===== config.mk =====
export PLATFORM = sky130hd
export DESIGN_NAME = csr_file_flat
export DESIGN_NICKNAME = d
export VERILOG_FILES = /design/src/rtl/csr_file_pkg.sv /design/src/rtl/csr_file_if.sv /design/src/rtl/csr_timer.sv /design/src/rtl/csr_file.sv /design/src/flat_wrapper.sv
export SDC_FILE = /design/constraint.sdc
export NUM_CORES = 1
export LEC_CHECK = 0
export CORE_UTILIZATION = 30
export DETAILED_ROUTE_END_ITERATION = 6
export DONT_BUFFER_PORTS = 1
export GPL_TIMING_DRIVEN = 0
export PLACE_DENSITY = 0.55
export SLEW_MARGIN = 20
export SYNTH_ARGS = -nofsm -noshare
export SYNTH_HDL_FRONTEND = slang
export SYNTH_HIERARCHICAL = 1
export SYNTH_SLANG_ARGS = --single-unit

===== constraint.sdc =====
create_clock -name clk -period 32.6 [get_ports clk]
set_input_delay 9.78 -clock clk [delete_from_list [all_inputs] [get_ports clk]]
set_output_delay 9.78 -clock clk [all_outputs]
set_load 0.01 [all_outputs]

===== src/rtl/csr_file_pkg.sv =====
// ---------------------------------------------------------------------------
// csr_file_pkg
//   Shared definitions for the CSR file: the CSR opcodes seen from the ID-stage
//   decoder (values mirror defs.v), CSR addresses, field bit positions,
//   writable-bit masks, exception codes and the masked-write merge helper.
// ---------------------------------------------------------------------------
package csr_file_pkg;

  // CSR instruction opcodes (must match the decoder's defs.v encoding)
  localparam logic [7:0] OP_CSRRD   = 8'h30;
  localparam logic [7:0] OP_CSRWR   = 8'h31;
  localparam logic [7:0] OP_CSRXCHG = 8'h32;

  // CSR addresses
  localparam logic [13:0] CSR_CRMD   = 14'h000;
  localparam logic [13:0] CSR_PRMD   = 14'h001;
  localparam logic [13:0] CSR_ECFG   = 14'h004;
  localparam logic [13:0] CSR_ESTAT  = 14'h005;
  localparam logic [13:0] CSR_ERA    = 14'h006;
  localparam logic [13:0] CSR_EENTRY = 14'h00C;
  localparam logic [13:0] CSR_SAVE0  = 14'h030;
  localparam logic [13:0] CSR_SAVE1  = 14'h031;
  localparam logic [13:0] CSR_SAVE2  = 14'h032;
  localparam logic [13:0] CSR_SAVE3  = 14'h033;
  localparam logic [13:0] CSR_TID    = 14'h040;
  localparam logic [13:0] CSR_TCFG   = 14'h041;
  localparam logic [13:0] CSR_TVAL   = 14'h042;
  localparam logic [13:0] CSR_TICLR  = 14'h044;

  // Field positions
  localparam int CRMD_IE       = 2;   // CRMD[1:0]=PLV, [2]=IE, [3]=DA
  localparam int PRMD_PIE      = 2;   // PRMD[1:0]=PPLV, [2]=PIE
  localparam int ESTAT_IS_TI   = 11;  // timer interrupt status
  localparam int ESTAT_IS_IPI  = 12;  // inter-processor interrupt status
  localparam int TCFG_EN       = 0;
  localparam int TCFG_PERIODIC = 1;

  // Reset value and writable bits
  localparam logic [8:0]  CRMD_RESET    = 9'h008;   // DA=1, PLV=0, IE=0
  localparam logic [12:0] ECFG_LIE_MASK = 13'h1BFF; // bit 10 is reserved

  // Exception codes
  localparam logic [5:0] ECODE_INT  = 6'h00;
  localparam logic [5:0] ECODE_ADEF = 6'h08;
  localparam logic [5:0] ECODE_ALE  = 6'h09;
  localparam logic [5:0] ECODE_SYS  = 6'h0B;
  localparam logic [5:0] ECODE_BRK  = 6'h0C;
  localparam logic [5:0] ECODE_INE  = 6'h0D;

  // Masked write: bits set in mask take the new data, the rest keep old.
  function automatic logic [31:0] csr_merge(input logic [31:0] old_val,
                                            input logic [31:0] new_val,
                                            input logic [31:0] mask);
    return (old_val & ~mask) | (new_val & mask);
  endfunction

endpackage


===== src/rtl/csr_file_if.sv =====
// ---------------------------------------------------------------------------
// csr_file_if
//   Bundle between the WB stage (master) and the CSR file (slave).
//   Handshake: csr_valid, wb_ex and ertn_flush are single-cycle commit
//   strobes qualified by the rising clock edge; there is no ready, the CSR
//   file accepts every commit in the cycle it is presented.
//   master drives: csr_valid, csr_op, csr_num, csr_rj, csr_rd, wb_ex,
//                  wb_ecode, wb_esubcode, wb_pc, ertn_flush, hw_int_in,
//                  ipi_int_in
//   slave drives:  csr_rvalue, has_int, ex_entry, era_out
// ---------------------------------------------------------------------------
interface csr_file_if;
  logic        csr_valid;
  logic [7:0]  csr_op;
  logic [13:0] csr_num;
  logic [31:0] csr_rj;
  logic [31:0] csr_rd;
  logic [31:0] csr_rvalue;
  logic        wb_ex;
  logic [5:0]  wb_ecode;
  logic [8:0]  wb_esubcode;
  logic [31:0] wb_pc;
  logic        ertn_flush;
  logic [7:0]  hw_int_in;
  logic        ipi_int_in;
  logic        has_int;
  logic [31:0] ex_entry;
  logic [31:0] era_out;

  modport master (
    output csr_valid, csr_op, csr_num, csr_rj, csr_rd,
    output wb_ex, wb_ecode, wb_esubcode, wb_pc, ertn_flush,
    output hw_int_in, ipi_int_in,
    input  csr_rvalue, has_int, ex_entry, era_out
  );

  modport slave (
    input  csr_valid, csr_op, csr_num, csr_rj, csr_rd,
    input  wb_ex, wb_ecode, wb_esubcode, wb_pc, ertn_flush,
    input  hw_int_in, ipi_int_in,
    output csr_rvalue, has_int, ex_entry, era_out
  );
endinterface


===== src/rtl/csr_timer.sv =====
// ---------------------------------------------------------------------------
// csr_timer
//   Constant-frequency timer behind TCFG/TVAL. Only present when the
//   CSR_TIMER_EN macro is defined.
//   Ports:
//     clk, reset     core clock, asynchronous active-high reset
//     i_load         TCFG is written this cycle
//     i_load_val     value being written to TCFG (InitVal in [31:2])
//     i_tcfg         current TCFG (En bit0, Periodic bit1, InitVal [31:2])
//     o_tval         TVAL
//     o_timer_int    one-cycle pulse when the count reaches zero while enabled
// ---------------------------------------------------------------------------
`ifdef CSR_TIMER_EN
module csr_timer
  import csr_file_pkg::*;
(
  input  logic        clk,
  input  logic        reset,
  input  logic        i_load,
  input  logic [31:0] i_load_val,
  input  logic [31:0] i_tcfg,
  output logic [31:0] o_tval,
  output logic        o_timer_int
);

  logic [31:0] r_tval;
  logic [31:0] w_reload;
  logic        w_en;

  assign w_en     = i_tcfg[TCFG_EN];
  assign w_reload = {i_tcfg[31:2], 2'b00};

  // A TCFG write restarts the count, so it also masks the expiry pulse.
  assign o_timer_int = w_en && (r_tval == 32'h0) && !i_load;
  assign o_tval      = r_tval;

  // All-ones marks an expired one-shot timer: a load can never produce it
  // (InitVal is shifted left by two), so it doubles as the "hold" state.
  always_ff @(posedge clk or posedge reset) begin
    if (reset) begin
      r_tval <= 32'h0;
    end else if (i_load) begin
      r_tval <= {i_load_val[31:2], 2'b00};
    end else if (o_timer_int) begin
      r_tval <= i_tcfg[TCFG_PERIODIC] ? w_reload : 32'hFFFF_FFFF;
    end else if (w_en && (r_tval != 32'h0) && (r_tval != 32'hFFFF_FFFF)) begin
      r_tval <= r_tval - 32'h1;
    end
  end

endmodule
`endif


===== src/rtl/csr_file.sv =====
// ---------------------------------------------------------------------------
// csr_file
//   CSR register file with exception entry / ERTN side effects and
//   interrupt pending logic.
//   Ports:
//     clk, reset   core clock, asynchronous active-high reset
//     bus          csr_file_if.slave: CSR read/write commit, exception and
//                  ERTN commit, interrupt levels; returns csr_rvalue
//                  (combinational pre-write read), has_int, ex_entry, era_out
//   Parameter:
//     TID_INIT     reset value of TID
//   Build option:
//     CSR_TIMER_EN defined   -> TCFG/TVAL/TICLR and the timer interrupt exist
//     CSR_TIMER_EN undefined -> those CSRs read 0, writes ignored, IS[11]=0
// ---------------------------------------------------------------------------
module csr_file
  import csr_file_pkg::*;
#(
  parameter logic [31:0] TID_INIT = 32'h0
) (
  input  logic   clk,
  input  logic   reset,
  csr_file_if.slave bus
);

  logic [8:0]  r_crmd;
  logic [2:0]  r_prmd;
  logic [12:0] r_ecfg_lie;
  logic [12:0] r_estat_is;
  logic [5:0]  r_estat_ecode;
  logic [8:0]  r_estat_esub;
  logic [31:0] r_era;
  logic [25:0] r_eentry_va;
  logic [31:0] r_save [0:3];
  logic [31:0] r_tid;

  logic        w_we;
  logic [31:0] w_mask;
  logic [31:0] w_wdata;
  logic [31:0] w_rvalue;
  logic        w_ticlr_clr;
  logic [31:0] w_tcfg_q;
  logic [31:0] w_tval;
  logic        w_timer_int;

  // A committing exception squashes the CSR write of the same instruction.
  assign w_we = bus.csr_valid && !bus.wb_ex &&
                ((bus.csr_op == OP_CSRWR) || (bus.csr_op == OP_CSRXCHG));
  assign w_mask  = (bus.csr_op == OP_CSRXCHG) ? bus.csr_rj : 32'hFFFF_FFFF;
  // Merging against the read value is safe: reserved bits read 0 and are
  // dropped again when the per-register field slice is stored.
  assign w_wdata = csr_merge(w_rvalue, bus.csr_rd, w_mask);
  assign w_ticlr_clr = w_we && (bus.csr_num == CSR_TICLR) && w_wdata[0];

`ifdef CSR_TIMER_EN
  logic [31:0] r_tcfg;
  logic        w_tcfg_we;

  assign w_tcfg_we = w_we && (bus.csr_num == CSR_TCFG);
  assign w_tcfg_q  = r_tcfg;

  always_ff @(posedge clk or posedge reset) begin
    if (reset) begin
      r_tcfg <= 32'h0;
    end else if (w_tcfg_we) begin
      r_tcfg <= w_wdata;
    end
  end

  csr_timer u_timer (
    .clk         (clk),
    .reset       (reset),
    .i_load      (w_tcfg_we),
    .i_load_val  (w_wdata),
    .i_tcfg      (r_tcfg),
    .o_tval      (w_tval),
    .o_timer_int (w_timer_int)
  );
`else
  assign w_tcfg_q    = 32'h0;
  assign w_tval      = 32'h0;
  assign w_timer_int = 1'b0;
`endif

  // Read mux: pure function of registered state, no write bypass.
  always_comb begin
    w_rvalue = 32'h0;
    case (bus.csr_num)
      CSR_CRMD:   w_rvalue = {23'h0, r_crmd};
      CSR_PRMD:   w_rvalue = {29'h0, r_prmd};
      CSR_ECFG:   w_rvalue = {19'h0, r_ecfg_lie};
      CSR_ESTAT:  w_rvalue = {1'b0, r_estat_esub, r_estat_ecode, 3'b000, r_estat_is};
      CSR_ERA:    w_rvalue = r_era;
      CSR_EENTRY: w_rvalue = {r_eentry_va, 6'h00};
      CSR_SAVE0, CSR_SAVE1, CSR_SAVE2, CSR_SAVE3:
                  w_rvalue = r_save[bus.csr_num[1:0]];
      CSR_TID:    w_rvalue = r_tid;
      CSR_TCFG:   w_rvalue = w_tcfg_q;
      CSR_TVAL:   w_rvalue = w_tval;
      default:    w_rvalue = 32'h0;   // TICLR and unknown addresses
    endcase
  end

  always_ff @(posedge clk or posedge reset) begin
    if (reset) begin
      r_crmd        <= CRMD_RESET;
      r_prmd        <= 3'h0;
      r_ecfg_lie    <= 13'h0;
      r_estat_is    <= 13'h0;
      r_estat_ecode <= 6'h0;
      r_estat_esub  <= 9'h0;
      r_era         <= 32'h0;
      r_eentry_va   <= 26'h0;
      for (int i = 0; i < 4; i++) r_save[i] <= 32'h0;
      r_tid         <= TID_INIT;
    end else begin
      // Interrupt levels are sampled every cycle.
      r_estat_is[9:2]          <= bus.hw_int_in;
      r_estat_is[10]           <= 1'b0;
      r_estat_is[ESTAT_IS_IPI] <= bus.ipi_int_in;
      // A timer expiry in the same cycle wins over a TICLR clear.
      r_estat_is[ESTAT_IS_TI]  <= w_timer_int | (r_estat_is[ESTAT_IS_TI] & ~w_ticlr_clr);

      if (w_we) begin
        case (bus.csr_num)
          CSR_CRMD:   r_crmd            <= w_wdata[8:0];
          CSR_PRMD:   r_prmd            <= w_wdata[2:0];
          CSR_ECFG:   r_ecfg_lie        <= w_wdata[12:0] & ECFG_LIE_MASK;
          CSR_ESTAT:  r_estat_is[1:0]   <= w_wdata[1:0];
          CSR_ERA:    r_era             <= w_wdata;
          CSR_EENTRY: r_eentry_va       <= w_wdata[31:6];
          CSR_SAVE0, CSR_SAVE1, CSR_SAVE2, CSR_SAVE3:
                      r_save[bus.csr_num[1:0]] <= w_wdata;
          CSR_TID:    r_tid             <= w_wdata;
          default: ;
        endcase
      end

      // Exception / ERTN updates come last so they override the write on
      // the PLV/IE fields they own.
      if (bus.wb_ex) begin
        r_prmd        <= r_crmd[PRMD_PIE:0];
        r_crmd[2:0]   <= 3'b000;
        r_era         <= bus.wb_pc;
        r_estat_ecode <= bus.wb_ecode;
        r_estat_esub  <= bus.wb_esubcode;
      end else if (bus.ertn_flush) begin
        r_crmd[CRMD_IE:0] <= r_prmd;
      end
    end
  end

  assign bus.csr_rvalue = w_rvalue;
  assign bus.has_int    = r_crmd[CRMD_IE] && |(r_estat_is & r_ecfg_lie);
  assign bus.ex_entry   = {r_eentry_va, 6'h00};
  assign bus.era_out    = r_era;

endmodule


===== src/flat_wrapper.sv =====
// flat-port wrapper written by rule: the top's interface ports become plain ports
module csr_file_flat import csr_file_pkg::*;
#(
  parameter logic [31:0] TID_INIT = 32'h0
)
  (clk, reset, bus_csr_valid, bus_csr_op, bus_csr_num, bus_csr_rj, bus_csr_rd, bus_wb_ex, bus_wb_ecode, bus_wb_esubcode, bus_wb_pc, bus_ertn_flush, bus_hw_int_in, bus_ipi_int_in, bus_csr_rvalue, bus_has_int, bus_ex_entry, bus_era_out);
  csr_file_if bus_i ();
  input  logic clk;
  input  logic reset;
  input wire logic [$bits(bus_i.csr_valid)-1:0] bus_csr_valid;
  input wire logic [$bits(bus_i.csr_op)-1:0] bus_csr_op;
  input wire logic [$bits(bus_i.csr_num)-1:0] bus_csr_num;
  input wire logic [$bits(bus_i.csr_rj)-1:0] bus_csr_rj;
  input wire logic [$bits(bus_i.csr_rd)-1:0] bus_csr_rd;
  input wire logic [$bits(bus_i.wb_ex)-1:0] bus_wb_ex;
  input wire logic [$bits(bus_i.wb_ecode)-1:0] bus_wb_ecode;
  input wire logic [$bits(bus_i.wb_esubcode)-1:0] bus_wb_esubcode;
  input wire logic [$bits(bus_i.wb_pc)-1:0] bus_wb_pc;
  input wire logic [$bits(bus_i.ertn_flush)-1:0] bus_ertn_flush;
  input wire logic [$bits(bus_i.hw_int_in)-1:0] bus_hw_int_in;
  input wire logic [$bits(bus_i.ipi_int_in)-1:0] bus_ipi_int_in;
  output wire logic [$bits(bus_i.csr_rvalue)-1:0] bus_csr_rvalue;
  output wire logic [$bits(bus_i.has_int)-1:0] bus_has_int;
  output wire logic [$bits(bus_i.ex_entry)-1:0] bus_ex_entry;
  output wire logic [$bits(bus_i.era_out)-1:0] bus_era_out;
  assign bus_i.csr_valid = bus_csr_valid;
  assign bus_i.csr_op = bus_csr_op;
  assign bus_i.csr_num = bus_csr_num;
  assign bus_i.csr_rj = bus_csr_rj;
  assign bus_i.csr_rd = bus_csr_rd;
  assign bus_i.wb_ex = bus_wb_ex;
  assign bus_i.wb_ecode = bus_wb_ecode;
  assign bus_i.wb_esubcode = bus_wb_esubcode;
  assign bus_i.wb_pc = bus_wb_pc;
  assign bus_i.ertn_flush = bus_ertn_flush;
  assign bus_i.hw_int_in = bus_hw_int_in;
  assign bus_i.ipi_int_in = bus_ipi_int_in;
  assign bus_csr_rvalue = bus_i.csr_rvalue;
  assign bus_has_int = bus_i.has_int;
  assign bus_ex_entry = bus_i.ex_entry;
  assign bus_era_out = bus_i.era_out;
  csr_file #(.TID_INIT(TID_INIT)) u_core (.clk(clk), .reset(reset), .bus(bus_i));
endmodule

==> flow_summary.yaml <==
run_status:
  status: "complete, no violations"
critical_path:
  path_common_cell: "buf_2"
  slowest_delay_ns: 0.95
  critPathKind: "input port to output pin"
  path_max_fanout: 10
  crit_family: "buffers and inverters"
  critical_path_arrival_ns: 12.42
  start_kind: "input port"
  cp-end-kind: "output pin"
  cp_slowest_cell: "buf_1"
  cp.required_ns: 22.82
  cp_cell_sequence: "buf_2, buf_2, buf_1, mux4_2, a32oi_1, a21oi_1"
  critPathBufInv: 3
die:
  initial_utilization_pct: 30.74
  rows: 74
  dieArea_um2: 43050
  core_um2: 41200
  die_h_um: 207.5
  die_x_um: 207.5
  ios: 244
cts:
  clk_pin_slew_ns: 0.06
  clock_latency_ns: 0.57
  holdBufCountCts: 0
  htreeDepth: 1
  cts_root_buffer: "clkbuf_16"
  cts_buffers: 30
  cts.repair.resized: 0
  cts_tree: "built"
  post_cts_buffers: 0
  clockBufferDepth: 3
  clock-sinks: 269
finish:
  areaGrowthSynthToFinish_pct: 14.39
  fin_nets: 1395
  drive_gt1_share_pct: 13.60
  fin_area_um2: 14490
grt:
  antenna_found_initial: 3
  grt_pass1_vias: 10470
  grt_usage_pct: 23.20
  grt_pass1_wl_um: 73400
  grt_start_max_net_pins: 106
  grt_overflow_total: 0
power_and_ir_drop:
  ir_drop_mv: 0.04023
  powerDensity_nw_per_um2: 51.89
  p_leak_nw: 5.970
  report.power.total_mw: 0.7518
synthesis:
  synthTopCellsByArea: "dfrtp_1 (53%), o21ai_0 (7.4%), nand2_1 (6.7%)"
  synth-edff-count: 0
  synth_area_um2: 12670
  synthCells: 1209
  ys_types: 64
  async_flop_share_pct: 100.0
  synth_ff_type: "dfrtp_1"
  ys_ff_latch: 269
  syn_area_per_cell_um2: 10.48
  yosysWarnings: 6
  yosysTopAreaCell: "dfrtp_1"
  netlist.area_leader.share_pct: 52.95
  synthMostInstantiatedCell: "dfrtp_1"
  yosysSeqAreaShare_pct: 53.16
  synth_common_cells: "dfrtp_1 (268), nand2_1 (226), o21ai_0 (188)"
timing:
  setup_viol_count_final: 0
  worst_pin_slew_ns: 1.248
  finalHoldViolations: 0
  clock_skew_ns: 0.01189
  hold_slack_ns: 0.4765
  tns_ns: 0
  rsz0062_at_grt: "no"
  worst_slack_ns: 10.40
  post-route-min-period_ns: 22.20
  period_share_pct: 68.11
  max_freq_mhz: 45.04
  finalMaxSlewViolations: 0
  slew_headroom_pct: 16.11
route:
  wl_per_cell_um: 27.74
  drt_iter0_drc: 1029
  vias: 10460
  ant_nets: 0
  via_per_inst: 5.792
  dr.pass1.iters: 5
  wirelength_um: 50060
  drc_errors: 0
place:
  port_buffers: 0
  dp_hpwl_um: 35260
  post-place-ws_ns: 10.45
  gp_congestion: 0.8912
  placed_area_um2: 13420
run:
  drv_cap: 0
hold_path:
  hp-class: "flop to flop"
final cells by class:
class	count	area, um2
antenna	1	2.502
sequential	269	6733
inverter	4	22.52
tap	532	665.6
clock buffer	44	924.6
buffer	96	451.7
multi-input combinational	845	5492
clock inverter	12	142.6
timing repair buffer	2	55.05
fill	4156	26710
per-stage QoR:
step	instances	util [%]
after detailed placement	1748	32.57
after global placement	1746	32.40
after floorplan	1214	-
after CTS	1804	35.16
after global routing	1804	35.16
final	1805	35.17
report_power, final:
| part | leakage, nW | internal (mW) | switching (mW) |
|---|---|---|---|
| logic | 1.79 | 0.0121 | 0.0297 |
| registers | 3.64 | 0.340 | 0.00775 |
| clock network | 0.536 | 0.219 | 0.143 |
path summary, 6_finish.rpt:
check                                   from                      to  slack [ns]  cells after the start
setup reg to reg            u_core/r_save[3]       u_core/r_save[99]       30.01                      5
setup / recovery              bus_csr_num[1]      bus_csr_rvalue[16]       10.40                      6
hold / removal             u_core/r_save[57]       u_core/r_save[57]        0.48                      2
min in group asynchronous              reset  u_core/bus.era_out[10]        9.08                      1
max in group asynchronous              reset        u_core/r_tid[30]       22.59                      2
hold reg to reg            u_core/r_save[57]       u_core/r_save[57]        0.48                      2
routing by layer:
metal  vias up  part of all wire [%]  track usage [%]
li1       4494                     -                -
met1      5324                    41            30.62
met2       533                    45            36.12
met3       100                    10            6.445
met4         4                   3.6            8.878
met5         -                 0.046                0
worst register-to-register path, cell delays in order (launching register included):
cell     delay (ns)
dfrtp_1        0.38
mux4_2         0.47
a22oi_1        0.22
o22ai_1        0.25
mux2i_1        0.88
o21ai_0        0.23
cells in the final DEF (no fill, tap or decap), drive strengths merged, types with 5 or more instances in the layout:
cell type	synthesis	final
nand3	11	11
a221o	11	11
o221ai	5	5
a22oi	50	50
o31ai	8	8
and3	11	11
nor4	6	6
mux2i	39	39
nor3	7	7
clkinv	1	9
mux4	32	32
dfrtp	268	268
nor2	44	44
o22ai	12	12
clkbuf	60	104
conb	1	6
a22o	27	27
buf	36	38
o2bb2ai	5	5
o21ai	242	242
a32oi	22	22
mux2	23	23
nand2	226	226
and2	13	13
sequential cells by signal (all words and copies together) (netlist names):
name,cells
u_core/r_save,128
u_core/r_estat_ecode,6
u_core/r_estat_is,12
u_core/r_eentry_va,26
u_core/r_estat_esub,9
u_core/r_prmd,3
u_core/r_tid,32
u_core/r_crmd,9
u_core/bus.era_out,32
u_core/r_ecfg_lie,12
cell families (layout without fill, tap and decap cells):
kind of cell              after synthesis  after routing  synth area share, %
AOI/OAI and AO/OA                     402            402                20.08
and+or+nand+nor                       342            342                11.88
DFF                                   269            269                53.16
buffers and inverters                 100            158                3.685
muxes                                  94             94                11.09
other                                   1              7              0.02961
xor gates and xnor gates                1              1              0.06916
No activity file was read; power rests on OpenSTA's default activity.
